**src/rtl/axi4_lite_pkg.sv**
```systemverilog
// axi4_lite_pkg: shared definitions for the AXI4-Lite register-file slave.
//   - AXI response codes
//   - write and read channel FSM state encodings
//   - clog2 helper used to derive the byte-lane shift and index widths
package axi4_lite_pkg;

   localparam logic [1:0] RespOkay   = 2'b00;
   localparam logic [1:0] RespExokay = 2'b01;
   localparam logic [1:0] RespSlverr = 2'b10;
   localparam logic [1:0] RespDecerr = 2'b11;

   typedef enum logic [1:0] {
      WIdle,
      WWaitData,
      WWaitAddr,
      WResp
   } w_state_e;

   typedef enum logic [0:0] {
      RIdle,
      RData
   } r_state_e;

   // Ceiling log2; clog2(1) = 0.
   function automatic int unsigned clog2(input int unsigned value);
      int unsigned res;
      res = 0;
      for (int unsigned i = 0; i < 32; i++) begin
         if ((64'd1 << i) < 64'(value)) res = i + 1;
      end
      return res;
   endfunction

endpackage

```
**src/rtl/axi4_lite_addr_decode.sv**
```systemverilog
// axi4_lite_addr_decode: combinational address decoder for the register file.
//   addr_i      byte address from the AXI address channel
//   index_o     word index of the addressed register (valid when in_range_o)
//   in_range_o  address falls inside [BASE_ADDR, BASE_ADDR + NUM_REGS words)
//   is_ro_o     addressed register is read-only (only meaningful when in range)
module axi4_lite_addr_decode
   import axi4_lite_pkg::*;
#(
   parameter int unsigned           ADDR_WIDTH = 32,
   parameter int unsigned           DATA_WIDTH = 32,
   parameter int unsigned           NUM_REGS   = 16,
   parameter int unsigned           IDX_WIDTH  = 4,
   parameter logic [ADDR_WIDTH-1:0] BASE_ADDR  = '0,
   parameter logic [NUM_REGS-1:0]   RO_MASK    = '0
) (
   input  logic [ADDR_WIDTH-1:0] addr_i,
   output logic [IDX_WIDTH-1:0]  index_o,
   output logic                  in_range_o,
   output logic                  is_ro_o
);

   localparam int unsigned LaneShift = clog2(DATA_WIDTH / 8);

   logic [ADDR_WIDTH-1:0] offset;
   logic [ADDR_WIDTH-1:0] word_idx;

   always_comb begin
      offset     = addr_i - BASE_ADDR;
      // Sub-word address bits are shifted away and so ignored.
      word_idx   = offset >> LaneShift;
      in_range_o = (addr_i >= BASE_ADDR) && (word_idx < ADDR_WIDTH'(NUM_REGS));
      index_o    = word_idx[IDX_WIDTH-1:0];
      is_ro_o    = in_range_o && RO_MASK[index_o];
   end

endmodule

```
**src/rtl/axi4_lite_regfile_slave.sv**
```systemverilog
// axi4_lite_regfile_slave: AXI4-Lite slave with an internal register file.
//   iCLK/iRST       clock, asynchronous active-low reset
//   s_AW*/s_W*/s_B* write address / data / response channels
//   s_AR*/s_R*      read address / data channels
//   oREGS           flat view of the R/W registers (slice i = register i)
//   iSTATUS         status sources returned on reads of read-only registers
//   oWR_PULSE       one-cycle pulse when a register's new value becomes visible
//   oRD_PULSE       one-cycle pulse when RVALID rises for a register
module axi4_lite_regfile_slave
   import axi4_lite_pkg::*;
#(
   parameter int unsigned           ADDR_WIDTH = 32,
   parameter int unsigned           DATA_WIDTH = 32,
   parameter int unsigned           NUM_REGS   = 16,
   parameter logic [ADDR_WIDTH-1:0] BASE_ADDR  = '0,
   parameter logic [NUM_REGS-1:0]   RO_MASK    = '0
) (
   input  logic                           iCLK,
   input  logic                           iRST,
   input  logic                           s_AWVALID,
   output logic                           s_AWREADY,
   input  logic [ADDR_WIDTH-1:0]          s_AWADDR,
   input  logic [2:0]                     s_AWPROT,
   input  logic                           s_WVALID,
   output logic                           s_WREADY,
   input  logic [DATA_WIDTH-1:0]          s_WDATA,
   input  logic [DATA_WIDTH/8-1:0]        s_WSTRB,
   output logic                           s_BVALID,
   input  logic                           s_BREADY,
   output logic [1:0]                     s_BRESP,
   input  logic                           s_ARVALID,
   output logic                           s_ARREADY,
   input  logic [ADDR_WIDTH-1:0]          s_ARADDR,
   input  logic [2:0]                     s_ARPROT,
   output logic                           s_RVALID,
   input  logic                           s_RREADY,
   output logic [DATA_WIDTH-1:0]          s_RDATA,
   output logic [1:0]                     s_RRESP,
   output logic [NUM_REGS*DATA_WIDTH-1:0] oREGS,
   input  logic [NUM_REGS*DATA_WIDTH-1:0] iSTATUS,
   output logic [NUM_REGS-1:0]            oWR_PULSE,
   output logic [NUM_REGS-1:0]            oRD_PULSE
);

   localparam int unsigned StrbWidth = DATA_WIDTH / 8;
   localparam int unsigned IdxWidth  = clog2(NUM_REGS);

   w_state_e                               w_state_q, w_state_d;
   logic [ADDR_WIDTH-1:0]                  awaddr_q, awaddr_d;
   logic [DATA_WIDTH-1:0]                  wdata_q, wdata_d;
   logic [StrbWidth-1:0]                   wstrb_q, wstrb_d;
   logic                                   bvalid_q, bvalid_d;
   logic [1:0]                             bresp_q, bresp_d;
   logic [NUM_REGS-1:0][DATA_WIDTH-1:0]    regs_q, regs_d;
   logic [NUM_REGS-1:0]                    wr_pulse_q, wr_pulse_d;
   r_state_e                               r_state_q, r_state_d;
   logic                                   rvalid_q, rvalid_d;
   logic [1:0]                             rresp_q, rresp_d;
   logic [DATA_WIDTH-1:0]                  rdata_q, rdata_d;
   logic [NUM_REGS-1:0]                    rd_pulse_q, rd_pulse_d;

   logic                  aw_hs, w_hs, ar_hs, enter_resp;
   logic [ADDR_WIDTH-1:0] wr_addr;
   logic [DATA_WIDTH-1:0] wr_data;
   logic [StrbWidth-1:0]  wr_strb;
   logic [IdxWidth-1:0]   wr_index, rd_index;
   logic                  wr_in_range, wr_is_ro, rd_in_range, rd_is_ro;
   logic                  unused_prot;

   assign unused_prot = ^{s_AWPROT, s_ARPROT};

   // READYs are gated by iRST so they drop the instant reset asserts.
   assign s_AWREADY = iRST && ((w_state_q == WIdle) || (w_state_q == WWaitAddr));
   assign s_WREADY  = iRST && ((w_state_q == WIdle) || (w_state_q == WWaitData));
   assign s_ARREADY = iRST && (r_state_q == RIdle);

   assign aw_hs = s_AWVALID && s_AWREADY;
   assign w_hs  = s_WVALID && s_WREADY;
   assign ar_hs = s_ARVALID && s_ARREADY;

   // Use the live channel when its handshake completes this cycle, else the captured copy.
   assign wr_addr = aw_hs ? s_AWADDR : awaddr_q;
   assign wr_data = w_hs ? s_WDATA : wdata_q;
   assign wr_strb = w_hs ? s_WSTRB : wstrb_q;

   axi4_lite_addr_decode #(
      .ADDR_WIDTH(ADDR_WIDTH),
      .DATA_WIDTH(DATA_WIDTH),
      .NUM_REGS  (NUM_REGS),
      .IDX_WIDTH (IdxWidth),
      .BASE_ADDR (BASE_ADDR),
      .RO_MASK   (RO_MASK)
   ) u_wr_decode (
      .addr_i    (wr_addr),
      .index_o   (wr_index),
      .in_range_o(wr_in_range),
      .is_ro_o   (wr_is_ro)
   );

   axi4_lite_addr_decode #(
      .ADDR_WIDTH(ADDR_WIDTH),
      .DATA_WIDTH(DATA_WIDTH),
      .NUM_REGS  (NUM_REGS),
      .IDX_WIDTH (IdxWidth),
      .BASE_ADDR (BASE_ADDR),
      .RO_MASK   (RO_MASK)
   ) u_rd_decode (
      .addr_i    (s_ARADDR),
      .index_o   (rd_index),
      .in_range_o(rd_in_range),
      .is_ro_o   (rd_is_ro)
   );

   always_comb begin
      w_state_d  = w_state_q;
      awaddr_d   = awaddr_q;
      wdata_d    = wdata_q;
      wstrb_d    = wstrb_q;
      bvalid_d   = bvalid_q;
      bresp_d    = bresp_q;
      regs_d     = regs_q;
      wr_pulse_d = '0;
      enter_resp = 1'b0;
      if (aw_hs) awaddr_d = s_AWADDR;
      if (w_hs) begin
         wdata_d = s_WDATA;
         wstrb_d = s_WSTRB;
      end
      unique case (w_state_q)
         WIdle: begin
            if (aw_hs && w_hs) enter_resp = 1'b1;
            else if (aw_hs)    w_state_d  = WWaitData;
            else if (w_hs)     w_state_d  = WWaitAddr;
         end
         WWaitData: if (w_hs)  enter_resp = 1'b1;
         WWaitAddr: if (aw_hs) enter_resp = 1'b1;
         WResp: begin
            if (s_BREADY) begin
               w_state_d = WIdle;
               bvalid_d  = 1'b0;
            end
         end
         default: w_state_d = WIdle;
      endcase
      if (enter_resp) begin
         w_state_d = WResp;
         bvalid_d  = 1'b1;
         bresp_d   = !wr_in_range ? RespDecerr : (wr_is_ro ? RespSlverr : RespOkay);
         if (wr_in_range && !wr_is_ro) begin
            wr_pulse_d[wr_index] = 1'b1;
            for (int unsigned k = 0; k < StrbWidth; k++) begin
               if (wr_strb[k]) regs_d[wr_index][8*k +: 8] = wr_data[8*k +: 8];
            end
         end
      end
   end

   // Reads sample regs_q, so a same-cycle write is not yet visible.
   always_comb begin
      r_state_d  = r_state_q;
      rvalid_d   = rvalid_q;
      rresp_d    = rresp_q;
      rdata_d    = rdata_q;
      rd_pulse_d = '0;
      unique case (r_state_q)
         RIdle: begin
            if (ar_hs) begin
               r_state_d = RData;
               rvalid_d  = 1'b1;
               if (!rd_in_range) begin
                  rresp_d = RespDecerr;
                  rdata_d = '0;
               end else begin
                  rresp_d              = RespOkay;
                  rdata_d              = rd_is_ro ? iSTATUS[rd_index*DATA_WIDTH +: DATA_WIDTH]
                                                  : regs_q[rd_index];
                  rd_pulse_d[rd_index] = 1'b1;
               end
            end
         end
         RData: begin
            if (s_RREADY) begin
               r_state_d = RIdle;
               rvalid_d  = 1'b0;
            end
         end
         default: r_state_d = RIdle;
      endcase
   end

   always_ff @(posedge iCLK or negedge iRST) begin
      if (!iRST) begin
         w_state_q  <= WIdle;
         awaddr_q   <= '0;
         wdata_q    <= '0;
         wstrb_q    <= '0;
         bvalid_q   <= 1'b0;
         bresp_q    <= RespOkay;
         regs_q     <= '0;
         wr_pulse_q <= '0;
         r_state_q  <= RIdle;
         rvalid_q   <= 1'b0;
         rresp_q    <= RespOkay;
         rdata_q    <= '0;
         rd_pulse_q <= '0;
      end else begin
         w_state_q  <= w_state_d;
         awaddr_q   <= awaddr_d;
         wdata_q    <= wdata_d;
         wstrb_q    <= wstrb_d;
         bvalid_q   <= bvalid_d;
         bresp_q    <= bresp_d;
         regs_q     <= regs_d;
         wr_pulse_q <= wr_pulse_d;
         r_state_q  <= r_state_d;
         rvalid_q   <= rvalid_d;
         rresp_q    <= rresp_d;
         rdata_q    <= rdata_d;
         rd_pulse_q <= rd_pulse_d;
      end
   end

   assign s_BVALID  = bvalid_q;
   assign s_BRESP   = bresp_q;
   assign s_RVALID  = rvalid_q;
   assign s_RRESP   = rresp_q;
   assign s_RDATA   = rdata_q;
   assign oREGS     = regs_q;
   assign oWR_PULSE = wr_pulse_q;
   assign oRD_PULSE = rd_pulse_q;

endmodule

```
**config.mk**
```make
export PLATFORM = sky130hd
export DESIGN_NAME = axi4_lite_regfile_slave
export DESIGN_NICKNAME = d
export VERILOG_FILES = /design/src/rtl/axi4_lite_pkg.sv /design/src/rtl/axi4_lite_addr_decode.sv /design/src/rtl/axi4_lite_regfile_slave.sv
export SDC_FILE = /design/constraint.sdc
export NUM_CORES = 1
export LEC_CHECK = 0
export CAP_MARGIN = 20
export CORE_AREA = 2 2 466 468
export DETAILED_ROUTE_END_ITERATION = 8
export DIE_AREA = 0 0 468 470
export PLACE_DENSITY = 0.44
export SYNTH_ARGS = -nofsm -noshare
export SYNTH_HDL_FRONTEND = slang
export SYNTH_HIERARCHICAL = 1
export SYNTH_SLANG_ARGS = --single-unit
```
**constraint.sdc**
```tcl
create_clock -name iCLK -period 4.6 [get_ports iCLK]
set_clock_uncertainty 0.2 [all_clocks]
set_input_delay 0.46 -clock iCLK [delete_from_list [all_inputs] [get_ports iCLK]]
set_output_delay 0.46 -clock iCLK [all_outputs]
set_load 0.005 [all_outputs]
```
# == Word level (Yosys, flattened, before mapping) ==
# Memory sizes are Yosys's and may differ from the RTL's.
# Index checks and enable logic that the tools add are counted.
# totals
register_bits,653
mem_bits_ro,32
in_bits,625
output_inout_bits,585
mem_count,2
# mem_list
name,words,word_bits,rd,rd_ports_with_merged_regs,write_ports,line_no,text
(name not given),16,1,1,0,0,axi4_lite_addr_decode.sv:33,is_ro_o = in_range_o && RO_MASK[index_o];
(name not given),16,1,1,0,0,axi4_lite_addr_decode.sv:33,
# op_classes
n_lt_le_gt_ge,8
eq_ne,8
shifts,1
n_mux,62
bitwise,1
reduce_logical,26
# ops
cell,count
512-bit two-way mux,10
512-bit bitwise mux,4
32-bit demux with 4-bit select,4
512-bit by 10-bit indexed part select with 32-bit output,1
32-bit two-way mux,6
32-bit binary-select mux with 4-bit select,1
16-bit two-way mux,6
"32-bit by 1-bit greater-or-equal comparator with 1-bit output, second input constant",2
"30-bit by 5-bit < comparator with 1-bit output, second input constant",2
24-bit two-way mux,1
2-bit two-way mux,8
1-bit logical AND,14
1-bit two-way mux,14
"4-bit by 5-bit < comparator with 1-bit output, second input constant",2
1-bit demux with 4-bit select,2
"4-bit by 1-bit greater-or-equal comparator with 1-bit output, second input constant",2
8-bit two-way mux,1
2-bit AND reduction,4
"3-bit inequality test, second input constant",2
"2-bit == test, second input constant",2
4-bit two-way mux,1
"2-bit inequality test, second input constant",2
"4-bit inequality test, second input constant",1
1-bit case mux with 2 select lines,2
10 further kinds,12

# == Depth between registers and ports, before layout ==
# Gate-level depths: netlist of the first run.
# logic_depth
depth_word,23
ltp_mapped,14
ltp_nobuf,9

# == Modules after synthesis ==
# Netlist of the first run, hierarchy kept.
# modules_own_cells
module,instances,cells_per_inst,area_per_inst_um2
axi4_lite_regfile_slave,1,2403,33703.6
axi4_lite_addr_decode,2,16,97.6

# == Least setup slack after synthesis of the first run ==
# OpenSTA, ideal clock, no wires.
# synth_timing
kind,input to register
from,in iRST
to,reg regs_q (netlist bit oREGS[104])
arrival_ps,3457
required_ps,4275
slack_ps,818
path_stages,14
path_buffers,5
path_cell_list,buf_2 -> nor2b_1 -> nand2_1 -> buf_1 -> mux2_2 -> nor4_1 -> nand4_1 -> nor2_1 -> nand4_1 -> clkbuf_1 -> buf_6 -> buf_6 -> nor3_4 -> mux2_4
# synth_between
word_cells_on_any_way,43
# synth_lines
item,line_no,text
"start, declared",axi4_lite_regfile_slave.sv:19,"input logic iRST,"
1-bit logical AND *,axi4_lite_regfile_slave.sv:73,assign s_AWREADY = iRST && ((w_state_q == WIdle) || (w_state_q == WWaitAddr));
named net s_AWREADY,axi4_lite_regfile_slave.sv:21,"output logic s_AWREADY,"
1-bit logical AND *,axi4_lite_regfile_slave.sv:77,assign aw_hs = s_AWVALID && s_AWREADY;
32-bit two-way mux *,-,
32-bit by 1-bit greater-or-equal comparator with 1-bit output / 30-bit by 5-bit < comparator with 1-bit output (equally long branches),axi4_lite_addr_decode.sv:31,in_range_o = (addr_i >= BASE_ADDR) && (word_idx < ADDR_WIDTH'(NUM_REGS));
1-bit logical AND *,axi4_lite_addr_decode.sv:31,
named net wr_in_range,axi4_lite_regfile_slave.sv:67,"logic wr_in_range, wr_is_ro, rd_in_range, rd_is_ro;"
1-bit logical AND,axi4_lite_addr_decode.sv:33,
1-bit logical NOT,axi4_lite_regfile_slave.sv:149,if (wr_in_range && !wr_is_ro) begin
1-bit logical AND *,axi4_lite_regfile_slave.sv:149,
2-bit AND reduction (no source line) *,-,
"end signal, assigned",axi4_lite_regfile_slave.sv:213,regs_q <= regs_d;
"end, declared",axi4_lite_regfile_slave.sv:54,"logic [NUM_REGS-1:0][DATA_WIDTH-1:0] regs_q, regs_d;"
# The timed path passes the listed nets; every way through them passes the cells marked *. The select of a mux whose other input is x is not followed.
# A chain may end at the register's enable or synchronous reset.

# == Final worst setup path of the first run ==
# layout_timing
from,in iRST
to,reg regs_q (netlist bit oREGS[445])
# layout_between
word_cells_on_any_way,43
# layout_lines
item,line_no
1-bit logical AND *,axi4_lite_regfile_slave.sv:73
1-bit logical AND *,axi4_lite_regfile_slave.sv:77
32-bit two-way mux *,-
32-bit by 1-bit greater-or-equal comparator with 1-bit output / 30-bit by 5-bit < comparator with 1-bit output (equally long branches),axi4_lite_addr_decode.sv:31
1-bit logical AND *,axi4_lite_addr_decode.sv:31
named net wr_in_range,axi4_lite_regfile_slave.sv:67
1-bit logical AND,axi4_lite_addr_decode.sv:33
1-bit logical NOT,axi4_lite_regfile_slave.sv:149
1-bit logical AND *,axi4_lite_regfile_slave.sv:149
2-bit AND reduction (no source line) *,-
# Marked as above.

==> impl_metrics.json, run 1 <==
{
  "p_total_mw": 16.6,
  "ios": 1210,
  "first_pass_iters": 6,
  "hold_class": "in -> reg",
  "nNetsFinal": 4281,
  "grt_use_total_pct": 20.1,
  "rows": 171,
  "ant_nets": 0,
  "drv_slew": 0,
  "cts-root-buf": "clkbuf_16",
  "io_buffers": 1199,
  "power.density_mw_per_mm2": 315,
  "drcViolationCount": 0,
  "synth.avg_cell_area_um2": 13.9,
  "clkLatencyLatePin_ns": 0.72,
  "cpPeakStageDelay_ns": 0.57,
  "coreArea_mm2": 0.216,
  "crit_family": "buffers and inverters",
  "hold_violations": 0,
  "start_kind": "input pin",
  "cp-end-kind": "flop",
  "path_cells": "dlygate4sd3_1, buf_8, nor2b_1, nand2_1, buf_12, mux2_2, nor4_1, nand3_1, nor2_1, nand4_1, buf_12, nor3_2, buf_4, mux2_2",
  "final-setup-viol-count": 0,
  "slew_headroom_pct": 20.6,
  "grt_pass1_vias": 29175,
  "status": "finished, final reports clean",
  "cts_tree": "yes",
  "worst-r2r-setup-slack_ns": 0.57,
  "layout_min_cycle_time_ns": 4.13,
  "start_util_pct": 15.7,
  "place_area_mm2": 0.0498,
  "avgRoutedWirePerCell_um": 34.7,
  "syn_inst": 2431,
  "nFillCells": 22766,
  "clockBufferDepth": 3,
  "grt_first_pass_wirelength_um": 295000,
  "vias_per_cell": 4.28,
  "min_period_over_period_pct": 89.8,
  "cp.required_ns": 4.98,
  "rsz0062_at_grt": "false",
  "fin_cells": 6593,
  "die_x_um": 468,
  "path_max_fanout": 69,
  "ff_latch_area_mm2": 0.0163,
  "cts_inserted_buffers": 86,
  "antenna_found_initial": 53,
  "layout_setup_ws_ns": 0.468,
  "cts.sinks": 650,
  "fin_util_pct": 24.4,
  "die_area_mm2": 0.220,
  "multi_input_comb_area_mm2": 0.0166,
  "ys.warnings.count": 6,
  "dpl.cell_count": 6421,
  "critical_path_class": "in -> reg",
  "htreeDepth": 3,
  "setup_tns_ns": 0,
  "cp.arrival_ns": 4.51,
  "whs_ns": 0.0720,
  "cp_num_buf_inv": 5,
  "vdd_drop_max_uv": 321,
  "route.vias.total": 28213,
  "place_worst_setup_slack_ns": 0.315,
  "area_growth_pct": 55.9,
  "die_y_um": 470,
  "fmax_mhz": 242,
  "grt_max_degree": 174,
  "synthesis.area_mm2": 0.0338,
  "tightest_slew_ns": 1.16,
  "drv_cap": 0,
  "drtIter0Drc": 1866,
  "clk_transition_reported_paths_ns": 0.06,
  "stdcell_area_mm2": 0.0527,
  "gp_congestion": 0.913,
  "leakage_nw": 22.1,
  "grt_overflow": 0,
  "drive_gt1_share_pct": 28.3,
  "crit_slowest_cell": "dlygate4sd3_1",
  "drt_wl_total_um": 229000,
  "dp_hpwl_um": 184000,
  "syn_nets": 3056
}
==> power by group <==
part           switching (mW)  internal, mW  leakage (nW)
registers               0.100          6.03          8.91
logic                    2.32          1.17          11.7
clock network            2.94          4.05          1.42
total                    5.36          11.2          22.1
==> tightest hold or removal path: stages <==
cell      delay, ns
buf_8          0.20
o2111a_1       0.24
a211oi_1       0.05
==> path summary, 6_finish.rpt <==
check,startpoint,end,cells after the start
worst max register to register,w_state_q[0]$_DFFE_PN0P_,oREGS[445]$_DFFE_PN0P_,12
worst min-delay path,s_ARADDR[5],s_RDATA[24]$_DFFE_PN0P_,3
min in group asynchronous,iRST,oREGS[120]$_DFFE_PN0P_,3
max in group asynchronous,iRST,oREGS[13]$_DFFE_PN0P_,5
worst max-delay path,iRST,oREGS[445]$_DFFE_PN0P_,14
worst min register to register,s_BRESP[1]$_DFFE_PN0P_,s_BRESP[1]$_DFFE_PN0P_,1
==> state kept, by name, summed over array words and instances, names as in the netlist <==
name       flops
s_RDATA       32
s_BRESP        2
awaddr_q      30
w_state_q      2
oRD_PULSE     16
oREGS        512
wstrb_q        4
s_BVALID       1
wdata_q       32
s_RVALID       1
r_state_q      1
s_RRESP        1
oWR_PULSE     16
==> cell type report <==
cell class,count,area share (%)
Multi-Input combinational cell,1574,31.5
Sequential cell,650,30.9
Timing Repair Buffer,1336,25.2
Tap cell,2854,6.77
Clock buffer,122,4.66
Clock inverter,37,0.857
Inverter,8,0.0570
Antenna cell,12,0.0570
==> metal layers <==
metal | GRT usage, % | wire length, µm | vias to the layer above
li1 | - | - | 11827
met1 | 25.3 | 95200 | 14816
met2 | 32.6 | 107000 | 1322
met3 | 6.62 | 20300 | 236
met4 | 5.80 | 6700 | 12
met5 | 0 | 69 | -
==> placed cells by master, fill, tap and decap left out, drive strengths merged, types with 2 or more instances in the layout <==
cell type	n
clkbuf	123
a22oi	32
nand2	60
o22ai	33
dfrtp	650
mux2i	293
inv	13
nor4	15
or3	2
nor3	103
nor3b	2
a211oi	33
clkinv	24
o2bb2ai	32
clkinvlp	3
buf	140
diode	12
or3b	4
bufinv	5
nor2b	7
nand3	7
mux4	128
conb	2
nand2b	4
nand3b	5
nand4	3
and3	2
o21ai	34
mux2	574
o211ai	32
o2111a	32
nor2	30
clkdlybuf4s50	1194
a21oi	67
o22a	34
==> timing repair <==
action / in CTS / in global routing
setup buffers: 0 / 0
hold buffers: 1 / 0
gates resized for setup: 0 / 0
hold endpoints to repair: 66 / 0
Note: power is estimated with default switching activity, not from simulation.
==> run 2, diff against run 1 <==
--- a/config.mk
+++ b/config.mk
@@ -5,11 +5,11 @@
 export SDC_FILE = /design/constraint.sdc
 export NUM_CORES = 1
 export LEC_CHECK = 0
-export CAP_MARGIN = 20
 export CORE_AREA = 2 2 466 468
 export DETAILED_ROUTE_END_ITERATION = 8
 export DIE_AREA = 0 0 468 470
-export PLACE_DENSITY = 0.44
+export MAX_ROUTING_LAYER = met4
+export PLACE_DENSITY = 0.46
 export SYNTH_ARGS = -nofsm -noshare
 export SYNTH_HDL_FRONTEND = slang
 export SYNTH_HIERARCHICAL = 1
==> run 2 against run 1 <==
  * Via count rose by 0.19%
  * Non-clock buffer count increased by 2
  * Power decreased by 0.22%
  * Clock power fell by 0.9%
  * Final cell count up 0.14%
  * Critical path depth decreased by 2
  * Die area unchanged
  * First-iteration DRC count is 2.9% higher
  * Worst hold slack lost 0.068 ns
  * Fmax is 8.0% higher
  * Core utilization rose by 0.064 points
  * Critical path type is now reg -> reg
  * Largest cell class unchanged
==> impl_metrics.json, run 2 (synthesis gave the netlist of run 1 again) <==
{
  "leakage_nw": 22.1,
  "cts.sinks": 650,
  "clockBufferDepth": 3,
  "cts_tree": "yes",
  "io_buffers": 1199,
  "min_period_over_period_pct": 83.2,
  "final-setup-viol-count": 0,
  "cp.required_ns": 5.00,
  "grt_pass1_vias": 29799,
  "first_pass_iters": 7,
  "drtIter0Drc": 1920,
  "coreArea_mm2": 0.216,
  "rsz0062_at_grt": "false",
  "avgRoutedWirePerCell_um": 35.1,
  "layout_commonest_cell": "clkdlybuf4s50_1",
  "grt_use_total_pct": 21.0,
  "r2r-start": "w_state_q[0]$_DFFE_PN0P_",
  "seqPwrFrac_pct": 37.0,
  "grt_overflow": 0,
  "tightest_slew_ns": 1.21,
  "vdd_drop_max_uv": 284,
  "nNetsFinal": 4281,
  "clkLatencyLatePin_ns": 0.74,
  "p_sw_share_pct": 32.4,
  "gp_congestion": 0.930,
  "cts_hold_buffers": 0,
  "layout_min_cycle_time_ns": 3.83,
  "slew_headroom_pct": 19.2,
  "start_util_pct": 15.7,
  "cp-startpoint": "w_state_q[0]$_DFFE_PN0P_",
  "largest_reg_flops": 512,
  "grt_first_pass_wirelength_um": 299000,
  "antenna_found_initial": 62,
  "drv_cap": 0,
  "drv_slew": 0,
  "internal-power_mw": 11.2,
  "cts_inserted_buffers": 84,
  "grt_max_degree": 167,
  "fmax_mhz": 261,
  "p_clk_share_pct": 41.8,
  "p_switching_mw": 5.37,
  "whs_ns": 0.00427,
  "cp.arrival_ns": 4.22,
  "setup_tns_ns": 0,
  "drt_wl_total_um": 232000,
  "power.density_mw_per_mm2": 314,
  "hold_violations": 0,
  "reg2reg_to": "oREGS[391]$_DFFE_PN0P_",
  "critical_path_class": "reg -> reg",
  "status": "finished, final reports clean",
  "cp-end-kind": "flop",
  "area_growth_pct": 56.3,
  "ant_nets": 0,
  "worst-r2r-setup-slack_ns": 0.77,
  "route.vias.total": 28268,
  "drive_gt1_share_pct": 28.2,
  "dp_hpwl_um": 185000,
  "ios": 1210,
  "path_max_fanout": 69,
  "start_kind": "flop",
  "vias_per_cell": 4.28,
  "postCtsResizedCells": 0,
  "hold_class": "in -> async",
  "die_area_mm2": 0.220,
  "die_y_um": 470,
  "reg2reg_depth": 12,
  "critPathCapture": "oREGS[391]$_DFFE_PN0P_",
  "post_cts_buffers": 0,
  "cts-root-buf": "clkbuf_16",
  "clk_transition_reported_paths_ns": 0.06,
  "die_x_um": 468,
  "htreeDepth": 3,
  "drcViolationCount": 0,
  "combPwrFrac_pct": 21.2,
  "rows": 171,
  "layout_common_cells": "clkdlybuf4s50_1 (1,194), dfrtp_1 (650), mux2_2 (542)"
}
[run 2: cell type report]
type                       instances  area (µm²)
clock inverter                    27         413
tap                             2854        3570
clock buffer                     126        2480
antenna                           25        62.6
sequential                       650       16300
fill                           22889      163000
inverter                           8        30.0
multi-input combinational       1574       16600
timing repair buffer            1338       13400
[run 2: metrics by stage]
step / util (%) / std cells / power [mW] / instance area, µm² / setup slack, ns
after floorplan: - / 2431 / 7.96 / 33800 / 0.843
after global placement: 23.1 / 6424 / 9.73 / 49900 / 0.328
after detailed placement: 23.1 / 6424 / 9.76 / 49900 / 0.285
after CTS: 24.5 / 6577 / 16.8 / 52800 / 0.689
after global routing: 24.5 / 6594 / 17.2 / 52800 / 0.515
final: 24.5 / 6602 / 16.6 / 52900 / 0.774
[run 2: power groups by stage]
stage | Clock (mW) | Combinational (mW) | Sequential (mW)
floorplan | 0 | 1.78 | 6.19
global route | 7.34 | 3.72 | 6.16
finish | 6.93 | 3.51 | 6.13
global placement | 0 | 3.51 | 6.22
CTS | 7.12 | 3.54 | 6.13
detailed placement | 0 | 3.52 | 6.23
[run 2: worst min-delay path by stage]
stage / start / to / slack [ns] / depth (start not counted)
floorplan: iRST / awaddr_q[10]$_DFF_PN0_ / -0.04 / 0
global placement: s_BRESP[1]$_DFFE_PN0P_ / s_BRESP[1]$_DFFE_PN0P_ / 0.28 / 1
detailed placement: awaddr_q[16]$_DFF_PN0_ / awaddr_q[16]$_DFF_PN0_ / 0.28 / 1
CTS: iRST / oREGS[502]$_DFFE_PN0P_ / 0.006 / 3
global route: iRST / oREGS[502]$_DFFE_PN0P_ / 0.05 / 3
finish: iRST / oREGS[502]$_DFFE_PN0P_ / 0.004 / 3
[run 2: critical path: stages, from the launching register on]
cell and delay, ns:
dfrtp_1 0.45, nor2b_1 0.20, nand2_1 0.13, buf_12 0.19, mux2_2 0.29, nor4_1 0.36
nand4_1 0.14, nor2_1 0.22, nand4_1 0.18, buf_12 0.33, nor3_2 0.33, buf_4 0.29
mux2_2 0.35
[run 2: metal layers]
| layer | vias up | part of all wire (%) | wire length (µm) | track usage [%] |
|---|---|---|---|---|
| li1 | 11825 | - | - | - |
| met1 | 14941 | 42 | 98100 | 26.0 |
| met2 | 1284 | 47 | 108000 | 33.0 |
| met3 | 218 | 8.2 | 18900 | 6.22 |
| met4 | 0 | 2.9 | 6700 | 6.09 |
| met5 | - | 0 | 0 | - |
